`src/rtl/action_scheduler.sv`:
```
// rtl/action_scheduler.sv - arbitrates user events, gravity DOWN and lock-delay LOCK into one command at a time
module action_scheduler #(
   parameter int unsigned GRAVITY_BASE = 100_000_000,
   parameter int unsigned GRAVITY_MIN  = 5_000_000,
   parameter int unsigned LOCK_TICKS   = 50_000_000,
   parameter int unsigned LOCK_RESETS  = 15
) (
   input  logic       clk,
   input  logic       reset_n,
   input  logic       ctrl_valid,
   input  logic [3:0] ctrl_event,
   output logic       ctrl_pop,
   output logic       cmd_valid,
   output logic [3:0] cmd,
   output logic       cmd_src,
   input  logic       cmd_ready,
   input  logic       cmd_done,
   input  logic       cmd_ok,
   input  logic [3:0] level,
   input  logic       pause,
   input  logic       game_over,
   output logic       landed,
   output logic       busy
);

   localparam logic [3:0] EV_NONE       = 4'd0;
   localparam logic [3:0] EV_LEFT       = 4'd1;
   localparam logic [3:0] EV_RIGHT      = 4'd2;
   localparam logic [3:0] EV_DOWN       = 4'd3;
   localparam logic [3:0] EV_DROP       = 4'd4;
   localparam logic [3:0] EV_HOLD       = 4'd5;
   localparam logic [3:0] EV_ROTATE     = 4'd6;
   localparam logic [3:0] EV_ROTATE_REV = 4'd7;
   localparam logic [3:0] EV_BAR        = 4'd8;
   localparam logic [3:0] CMD_LOCK      = 4'd9;

   localparam logic [31:0] GRAV_BASE_W = GRAVITY_BASE;
   localparam logic [31:0] GRAV_MIN_W  = GRAVITY_MIN;
   localparam logic [31:0] LOCK_LAST_W = LOCK_TICKS - 1;
   localparam logic [7:0]  LOCK_RES_W  = 8'(LOCK_RESETS);

   typedef enum logic [1:0] {
      ST_IDLE,
      ST_ISSUE,
      ST_WAIT
   } state_t;

   state_t      state;
   state_t      state_nxt;

   logic [31:0] grav_cnt;
   logic [31:0] lock_cnt;
   logic [31:0] grav_shift;
   logic [31:0] grav_period;
   logic [31:0] grav_last;
   logic        grav_pend;
   logic        lock_pend;
   logic        hold_used;
   logic        last_user;
   logic        landed_r;
   logic [7:0]  reset_cnt;
   logic [3:0]  cmd_r;
   logic        src_r;

   logic        frozen;
   logic        user_discard;
   logic        pick_lock;
   logic        pick_grav;
   logic        pick_user;
   logic        done_now;
   logic        is_shift_move;

   assign frozen    = pause | game_over;
   assign cmd_valid = (state == ST_ISSUE);
   assign busy      = (state != ST_IDLE);
   assign cmd       = cmd_r;
   assign cmd_src   = src_r;
   assign landed    = landed_r;
   assign done_now  = (state == ST_WAIT) && cmd_done;

   // Codes above BAR would alias LOCK on the command bus, so they are dropped like NOEVENT.
   assign user_discard = (ctrl_event == EV_NONE) || (ctrl_event > EV_BAR) ||
                         ((ctrl_event == EV_HOLD) && hold_used);

   assign is_shift_move = (cmd_r == EV_LEFT) || (cmd_r == EV_RIGHT) ||
                          (cmd_r == EV_ROTATE) || (cmd_r == EV_ROTATE_REV);

   always_comb begin
      grav_shift  = GRAV_BASE_W >> level;
      grav_period = (grav_shift < GRAV_MIN_W) ? GRAV_MIN_W : grav_shift;
      grav_last   = grav_period - 32'd1;
   end

   always_comb begin
      state_nxt = state;
      ctrl_pop  = 1'b0;
      pick_lock = 1'b0;
      pick_grav = 1'b0;
      pick_user = 1'b0;
      case (state)
         ST_IDLE: begin
            if (reset_n && !frozen) begin
               if (lock_pend) begin
                  pick_lock = 1'b1;
                  state_nxt = ST_ISSUE;
               end else if (grav_pend && (!ctrl_valid || last_user)) begin
                  pick_grav = 1'b1;
                  state_nxt = ST_ISSUE;
               end else if (ctrl_valid) begin
                  ctrl_pop = 1'b1;
                  if (!user_discard) begin
                     pick_user = 1'b1;
                     state_nxt = ST_ISSUE;
                  end
               end
            end
         end
         ST_ISSUE: begin
            if (cmd_ready) begin
               state_nxt = ST_WAIT;
            end
         end
         ST_WAIT: begin
            if (cmd_done) begin
               state_nxt = ST_IDLE;
            end
         end
         default: begin
            state_nxt = ST_IDLE;
         end
      endcase
   end

   always_ff @(posedge clk) begin
      if (!reset_n) begin
         state     <= ST_IDLE;
         grav_cnt  <= 32'd0;
         lock_cnt  <= 32'd0;
         grav_pend <= 1'b0;
         lock_pend <= 1'b0;
         hold_used <= 1'b0;
         last_user <= 1'b0;
         landed_r  <= 1'b0;
         reset_cnt <= 8'd0;
         cmd_r     <= 4'd0;
         src_r     <= 1'b0;
      end else begin
         state <= state_nxt;

         if (pick_lock) begin
            cmd_r     <= CMD_LOCK;
            src_r     <= 1'b1;
            lock_pend <= 1'b0;
         end
         if (pick_grav) begin
            cmd_r     <= EV_DOWN;
            src_r     <= 1'b1;
            grav_pend <= 1'b0;
            last_user <= 1'b0;
         end
         if (pick_user) begin
            cmd_r     <= ctrl_event;
            src_r     <= 1'b0;
            last_user <= 1'b1;
         end

         // Timers sit after the issue clears so a wrap on the issue cycle is kept.
         if (!frozen) begin
            if (grav_cnt >= grav_last) begin
               grav_cnt  <= 32'd0;
               grav_pend <= 1'b1;
            end else begin
               grav_cnt <= grav_cnt + 32'd1;
            end
            if (landed_r && !lock_pend) begin
               if (lock_cnt >= LOCK_LAST_W) begin
                  lock_pend <= 1'b1;
               end else begin
                  lock_cnt <= lock_cnt + 32'd1;
               end
            end
         end

         if (done_now) begin
            if ((cmd_r == CMD_LOCK) || (cmd_r == EV_DROP)) begin
               landed_r  <= 1'b0;
               lock_pend <= 1'b0;
               lock_cnt  <= 32'd0;
               reset_cnt <= 8'd0;
               hold_used <= 1'b0;
               grav_cnt  <= 32'd0;
               grav_pend <= 1'b0;
            end else if (src_r) begin
               if (!cmd_ok && !landed_r) begin
                  landed_r <= 1'b1;
                  lock_cnt <= 32'd0;
               end
            end else if (cmd_ok) begin
               if (is_shift_move) begin
                  if (landed_r && (reset_cnt < LOCK_RES_W)) begin
                     lock_cnt  <= 32'd0;
                     reset_cnt <= reset_cnt + 8'd1;
                  end
               end else if (cmd_r == EV_DOWN) begin
                  grav_cnt  <= 32'd0;
                  grav_pend <= 1'b0;
               end else if (cmd_r == EV_HOLD) begin
                  hold_used <= 1'b1;
                  landed_r  <= 1'b0;
                  reset_cnt <= 8'd0;
                  lock_pend <= 1'b0;
               end
            end
         end

         if (game_over) begin
            grav_pend <= 1'b0;
            lock_pend <= 1'b0;
            landed_r  <= 1'b0;
         end
      end
   end

endmodule

```
`config.mk`:
```
export PLATFORM = sky130hd
export DESIGN_NAME = action_scheduler
export DESIGN_NICKNAME = d
export VERILOG_FILES = /design/src/rtl/action_scheduler.sv
export SDC_FILE = /design/constraint.sdc
export NUM_CORES = 1
export LEC_CHECK = 0
export ABC_AREA = 1
export BUFFER_PORTS_ARGS = -buffer_cell sky130_fd_sc_hd__buf_2
export CAP_MARGIN = 20
export CORE_MARGIN = 3
export CORE_UTILIZATION = 35
export CTS_CLUSTER_SIZE = 20
export DETAILED_ROUTE_END_ITERATION = 8
export GPL_ROUTABILITY_DRIVEN = 1
export HOLD_SLACK_MARGIN = 0.05
export SLEW_MARGIN = 10
export SYNTH_ARGS = -nofsm -noshare
export SYNTH_HDL_FRONTEND = slang
export SYNTH_SLANG_ARGS = --single-unit
```
`constraint.sdc`:
```
create_clock -name clk -period 2.8 [get_ports clk]
set_input_delay 0.28 -clock clk [delete_from_list [all_inputs] [get_ports clk]]
set_output_delay 0.28 -clock clk [all_outputs]
set_load 0.05 [all_outputs]
```
==> metrics.md, run 1 <==
| Metric | Value |
|---|---|
| DRC viols | 0 |
| Hold Path Stages | 3 |
| Net Sw Power | 553.4 uW |
| Combinational share of power | 6.3% |
| Final Wtd Congestion | 0.8526 |
| Placed inst area | 5720 sq um |
| Internal reg-to-reg setup slack | 0.90 ns |
| Cell count after synthesis | 790 |
| Sequential fraction of the synthesis area | 31.68% |
| Pleak | 0.002599 uW |
| Post-CTS Setup Repair Bufs | 0 |
| Met1 global-route usage | 20.25% |
| Hold Path Class | input port to flip-flop |
| Unrepaired setup endpoints after global routing | false |
| Number of global-route vias before repair | 4349 |
| Die footprint | 16680 sq um |
| Synth top cells by count | 167 x nand2_1, 129 x nor2_1, 116 x inv_1 |
| Num Clock Sinks | 84 |
| Share of layout cells above drive strength 1 | 8.732% |
| Total track usage | 14.34% |
| Asr flop ratio synth | 0% |
| Hold Fails Final Rpt | 0 |
| First-pass GRT wire length | 19640 um |
| Final nets | 885 |
| Hold path start | ctrl_event[2] |
| Routed WL | 11550 um |
| Top-count cell post-synth | nand2_1 |
| #FFs+latches synth | 84 |
| GRT met3 Usage | 2.061% |
| # setup viols final | 0 |
| Crit path required time | 3.03 ns |
| Critical path data arrival time | 2.59 ns |
| Crit share post-route | 84.26% |
| PortBufs | 24 |
| Worst r2r src | grav_cnt[0] |
| Root Driver | clkbuf_16 |
| I/O pin count | 25 |
| Crit path time final | 2.359 ns |
| WS Path Type | input port to flip-flop |
| Area share of the largest cell type after synthesis | 31.68% |
| Initial antenna violation count | 0 |
| TNS Setup | 0 ns |
| H-tree depth | 3 |
| FMAX | 423.8 MHz |
| CP Launch Point | level[0] |
| Status | completed |
| Net Sw Frac | 22.24% |
| Library cells used by synthesis | 44 |
| Clock share of power | 45.4% |
| Setup Skew | 0.008206 ns |
| Main synth FF type | dfxtp_1 |
| CP Max Fanout | 10 |
| R2r endpoint | grav_cnt[7] |
| Worst-skew pair later-pin latency | 0.34 ns |
| CTS tree | built |
| CTS Hold Bufs | 0 |
| Final HPWL DP | 9060 um |
| Inserted Clock Buffers | 9 |
| Number of synthesized flops with an enable pin | 0 |
| Max rail drop VDD | 218.5 uV |
| Initial Util | 36.12% |
| R2R depth | 14 |
| Max Slew Vio Count | 0 |
| Largest net degree at the start of global routing | 23 |
| Clock slew at reported path FFs | 0.06 ns |
| Die Height | 129.2 um |
| Global route overflow | 0 |
| Met2 usage | 22.32% |
| Synth top area cells | dfxtp_1 32%, nand2_1 12%, nor2_1 9.1% |
| Mean area per synthesized cell | 6.720 sq um |
| Resize count post-CTS | 0 |
| # rows | 44 |
| Per-cell routed wire length | 11.32 um |
| Initial DRC count | 165 |
| Flop pwr share | 48.3% |
| Design area | 5995 sq um |
| Max Cap Viol | 0 |
| Ys Warns | 0 |
| Via count | 4796 |
| Min-Delay Endpoint | cmd[2] |
| ANT nets after route | 0 |
| PwrDens | 415.1 nW/um^2 |
| Die X | 129.2 um |
| 1st-pass router iterations | 7 |
| Cell Area, Synth | 5309 sq um |
| Vias/cell | 4.702 |
| Core box area | 14700 sq um |
| Clock buffer depth | 2 |
| GR peak layer | met2 |
| Hold Slack | 0.2225 ns |
| Worst setup EP type | flip-flop |
| Diodes inserted | 0 |
| Layout area overhead | 12.92% |
| Crit start category | input port |
| Int Power | 1935 uW |
| Area leader, netlist | dfxtp_1 |
-- cells in the final DEF (no fill, tap or decap), drive strengths merged, types with 22 or more instances in the layout --
cell type / count
nor3: 34
ha: 36
dfxtp: 84
inv: 119
nand2: 171
a21oi: 41
xor2: 31
nand4: 22
nand3: 47
nor2: 142
buf: 34
-- routing by layer --
layer | part of all wire, % | up-vias | routed length (um)
met5 | 0 | - | 0
met4 | 2.0 | 0 | 233
met3 | 2.8 | 22 | 321
met2 | 42 | 73 | 4810
met1 | 54 | 2100 | 6179
li1 | - | 2601 | -
-- flip-flops by register name (all words and copies together), names as in the netlist --
signal	flops
last_user	1
landed	1
lock_pend	1
grav_pend	1
grav_cnt	32
reset_cnt	8
state	2
cmd_src	1
cmd	4
lock_cnt	32
hold_used	1
-- worst max-delay path by stage --
stage / end / slack [ns] / depth (start not counted)
after floorplan: grav_cnt[13] / 0.52 / 19
after global placement: grav_cnt[7] / 0.12 / 20
after detailed placement: grav_cnt[7] / 0.08 / 20
after CTS: grav_cnt[7] / 0.44 / 20
after global routing: grav_cnt[6] / 0.21 / 20
final: grav_cnt[7] / 0.44 / 20
-- cell families (layout without fill, tap and decap cells) --
group	Yosys count	in the layout	synth area share, %
AND/OR/NAND/NOR	431	431	36.72
XOR/XNOR	34	34	5.609
multiplexers	1	1	0.1886
AO/OA/AOI/OAI	74	74	7.778
flip-flops	84	84	31.68
buffers and inverters	128	167	9.404
adder cells (fa/ha/maj)	36	36	8.485
other	2	9	0.1415
-- power groups by stage --
stage                     clock network, uW  registers [uW]  logic (uW)
after global placement                    0            1230         156
after CTS                              1170            1200         157
after global routing                   1220            1200         180
final                                  1130            1200         157
after floorplan                           0            1230         102
after detailed placement                  0            1230         156
-- critical path, stage by stage --
cell and delay, ns:
buf_2 0.14, inv_1 0.10, nor3_1 0.17, a21oi_1 0.06, a21oi_1 0.19, o21bai_1 0.18, o21ai_0 0.14, ha_1 0.29
nand2_1 0.04, nor2_1 0.09, nand2_1 0.07, nor2_1 0.10, nor2_1 0.05, nand2_1 0.07, nand2_1 0.05, nand2_1 0.10
nand2_1 0.08, nand2_1 0.12, buf_4 0.19, nor2_1 0.06
-- stage by stage --
stage	instances	total power, uW	util [%]	setup WS, ns
3_3_place_gp	1006	1385	38.92	0.1212
3_5_place_dp	1006	1385	38.92	0.08487
2_1_floorplan	797	1334	-	0.5164
4_1_cts	1020	2528	40.78	0.4375
5_1_grt	1020	2599	40.78	0.2059
6_report	1020	2488	40.78	0.4407
-- cell type report --
cell class                      instances  area [sq um]
Inverter                              119         446.7
Tap cell                              184         230.2
Fill cell                            1586          8705
Multi-Input combinational cell        585          3154
Clock buffer                           12         236.5
Sequential cell                        84          1682
Clock inverter                          2         37.54
Timing Repair Buffer                   34         207.7
No activity file was read; power rests on OpenSTA's default activity.
==> run 2, diff against run 1 <==
Clock period 2.8 ns to 2.3 ns, I/O delays scaled along.
==> metrics.md, run 2 (same netlist as run 1, synthesis figures left out) <==
| Metric | Value |
|---|---|
| Core box area | 14700 sq um |
| Placed inst area | 5848 sq um |
| # setup viols final | 0 |
| CTS tree | built |
| Highest-delay cell along the critical path | ha_1 |
| Critical path data arrival time | 2.32 ns |
| Hold Path Class | input port to flip-flop |
| Worst-path cell chain | buf_2 > buf_4 > nor3_2 > a21oi_2 > o21bai_2 > ha_1 > nand2_1 > nor2_1 > nand2_1 > nor2_1 > nor2_1 > nand2_1 > nand2_1 > nand2_1 > nand2_2 > nand2_4 > clkbuf_16 > nor2_1 |
| Crit start category | input port |
| Worst-skew pair later-pin latency | 0.34 ns |
| WS Path Type | input port to flip-flop |
| Inst Count DP | 1023 |
| Total track usage | 15.09% |
| CTS Hold Bufs | 0 |
| Share of layout cells above drive strength 1 | 13.42% |
| Worst setup EP type | flip-flop |
| Via count | 4857 |
| Initial DRC count | 159 |
| Pleak | 0.002742 uW |
| DRC viols | 0 |
| Num Clock Sinks | 84 |
| Initial antenna violation count | 0 |
| Clock buffer depth | 2 |
| Worst-Margin Slew | 0.4865 ns |
| Crit path time final | 2.087 ns |
| Max Cap Viol | 0 |
| 1st-pass router iterations | 4 |
| Most frequent CP cell | nand2_1 |
| Final Wtd Congestion | 0.8509 |
| Initial Util | 36.12% |
| Clock slew at reported path FFs | 0.06 ns |
| Routed WL | 12030 um |
| Crit path required time | 2.53 ns |
| # rows | 44 |
| I/O pin count | 25 |
| PortBufs | 24 |
| H-tree depth | 3 |
| Inserted Clock Buffers | 9 |
| Final HPWL DP | 9272 um |
| Vias/cell | 4.666 |
| Non-filler instance count after layout | 1041 |
| Layout area overhead | 18.45% |
| Die Height | 129.2 um |
| Max Slew Vio Count | 0 |
| Setup Skew | 0.007259 ns |
| Top delay family on crit path | simple AND/OR/NAND/NOR gates |
| Die footprint | 16680 sq um |
| First-pass GRT wire length | 20600 um |
| Hold Slack | 0.1808 ns |
| Number of global-route vias before repair | 4498 |
| Final nets | 904 |
| Diodes inserted | 0 |
| Root Driver | clkbuf_16 |
| Max rail drop VDD | 372.1 uV |
| CP Max Fanout | 12 |
| Design area | 6289 sq um |
| Buf/Inv on CP | 3 |
| Top flop regs | grav_cnt (32), lock_cnt (32), reset_cnt (8) |
| ANT nets after route | 0 |
| Die X | 129.2 um |
| Commonest non-fill, non-tap cells in the layout | 165 x nand2_1, 124 x nor2_1, 112 x inv_1 |
| Per-cell routed wire length | 11.55 um |
| Largest net degree at the start of global routing | 25 |
| Crit share post-route | 90.75% |
| Global route overflow | 0 |
| PwrDens | 525.4 nW/um^2 |
| Critical path's largest stage delay | 0.27 ns |
| Unrepaired setup endpoints after global routing | false |
| Pre-CTS setup slack | -0.2393 ns |
| Status | completed |
| Slew HR | 67.27% |
| Worst Setup Slack, final | 0.2127 ns |
| Commonest non-fill, non-tap cell in the layout | nand2_1 |
| FMAX | 479.1 MHz |
| Hold Fails Final Rpt | 0 |
-- run 2: changes by cell type in the layout (fill, tap and decap cells not counted), sizes merged --
cell    delta
bufinv     +1
buf       +18
clkbuf     +2
-- run 2: per-layer routing --
metal  vias to the layer above  part of all wire, %  track usage (%)  routed length (um)
li1                       2651                    -                -                   -
met1                      2151                   52            20.91                6289
met2                        43                   44            23.99                5296
met3                        12                  1.9            1.937                 233
met4                         0                  1.7            5.744                 207
met5                         -                    0                0                   0
-- run 2: cell type report --
type / count / area (sq um)
clock buffers: 13 / 270.3
clock inverters: 3 / 67.56
fillers: 1534 / 8411
inverters: 119 / 446.7
multi-input cells: 585 / 3221
flip-flops and latches: 84 / 1682
well taps: 184 / 230.2
repair buffers: 53 / 371.6
-- run 2: what timing repair did --
action,in CTS,in global routing
endpoints found under the setup margin,0,32
setup buffers,0,1
gates resized for setup,0,23
hold endpoints to repair,0,0
-- run 2: tightest hold or removal path: stages --
cell     delay [ns]
buf_2          0.12
nand2_1        0.06
a21oi_1        0.05
-- run 2: worst paths after layout --
check / startpoint / to / slack (ns) / cells past startpoint
worst min register to register: lock_cnt[29] / lock_cnt[29] / 0.43 / 2
worst max register to register: reset_cnt[0] / lock_cnt[20] / 0.32 / 10
worst min-delay path: ctrl_event[3] / cmd[3] / 0.18 / 3
worst max-delay path: level[2] / grav_cnt[17] / 0.21 / 18
-- run 2: stage by stage --
step	power, uW	utilization [%]	TNS (ns)
2_1_floorplan	1624	-	0
3_3_place_gp	1706	39.79	-6.277
3_5_place_dp	1707	39.79	-7.222
4_1_cts	3321	42.08	0
5_1_grt	3430	42.78	0
6_report	3304	42.78	0
-- run 2: power breakdown --
part / internal, uW / leakage, uW / switching, uW
sequential: 1460 / 0.000677 / 4.61
clock: 1040 / 0.000162 / 568
combinational: 92.8 / 0.00190 / 139
total: 2590 / 0.00274 / 712
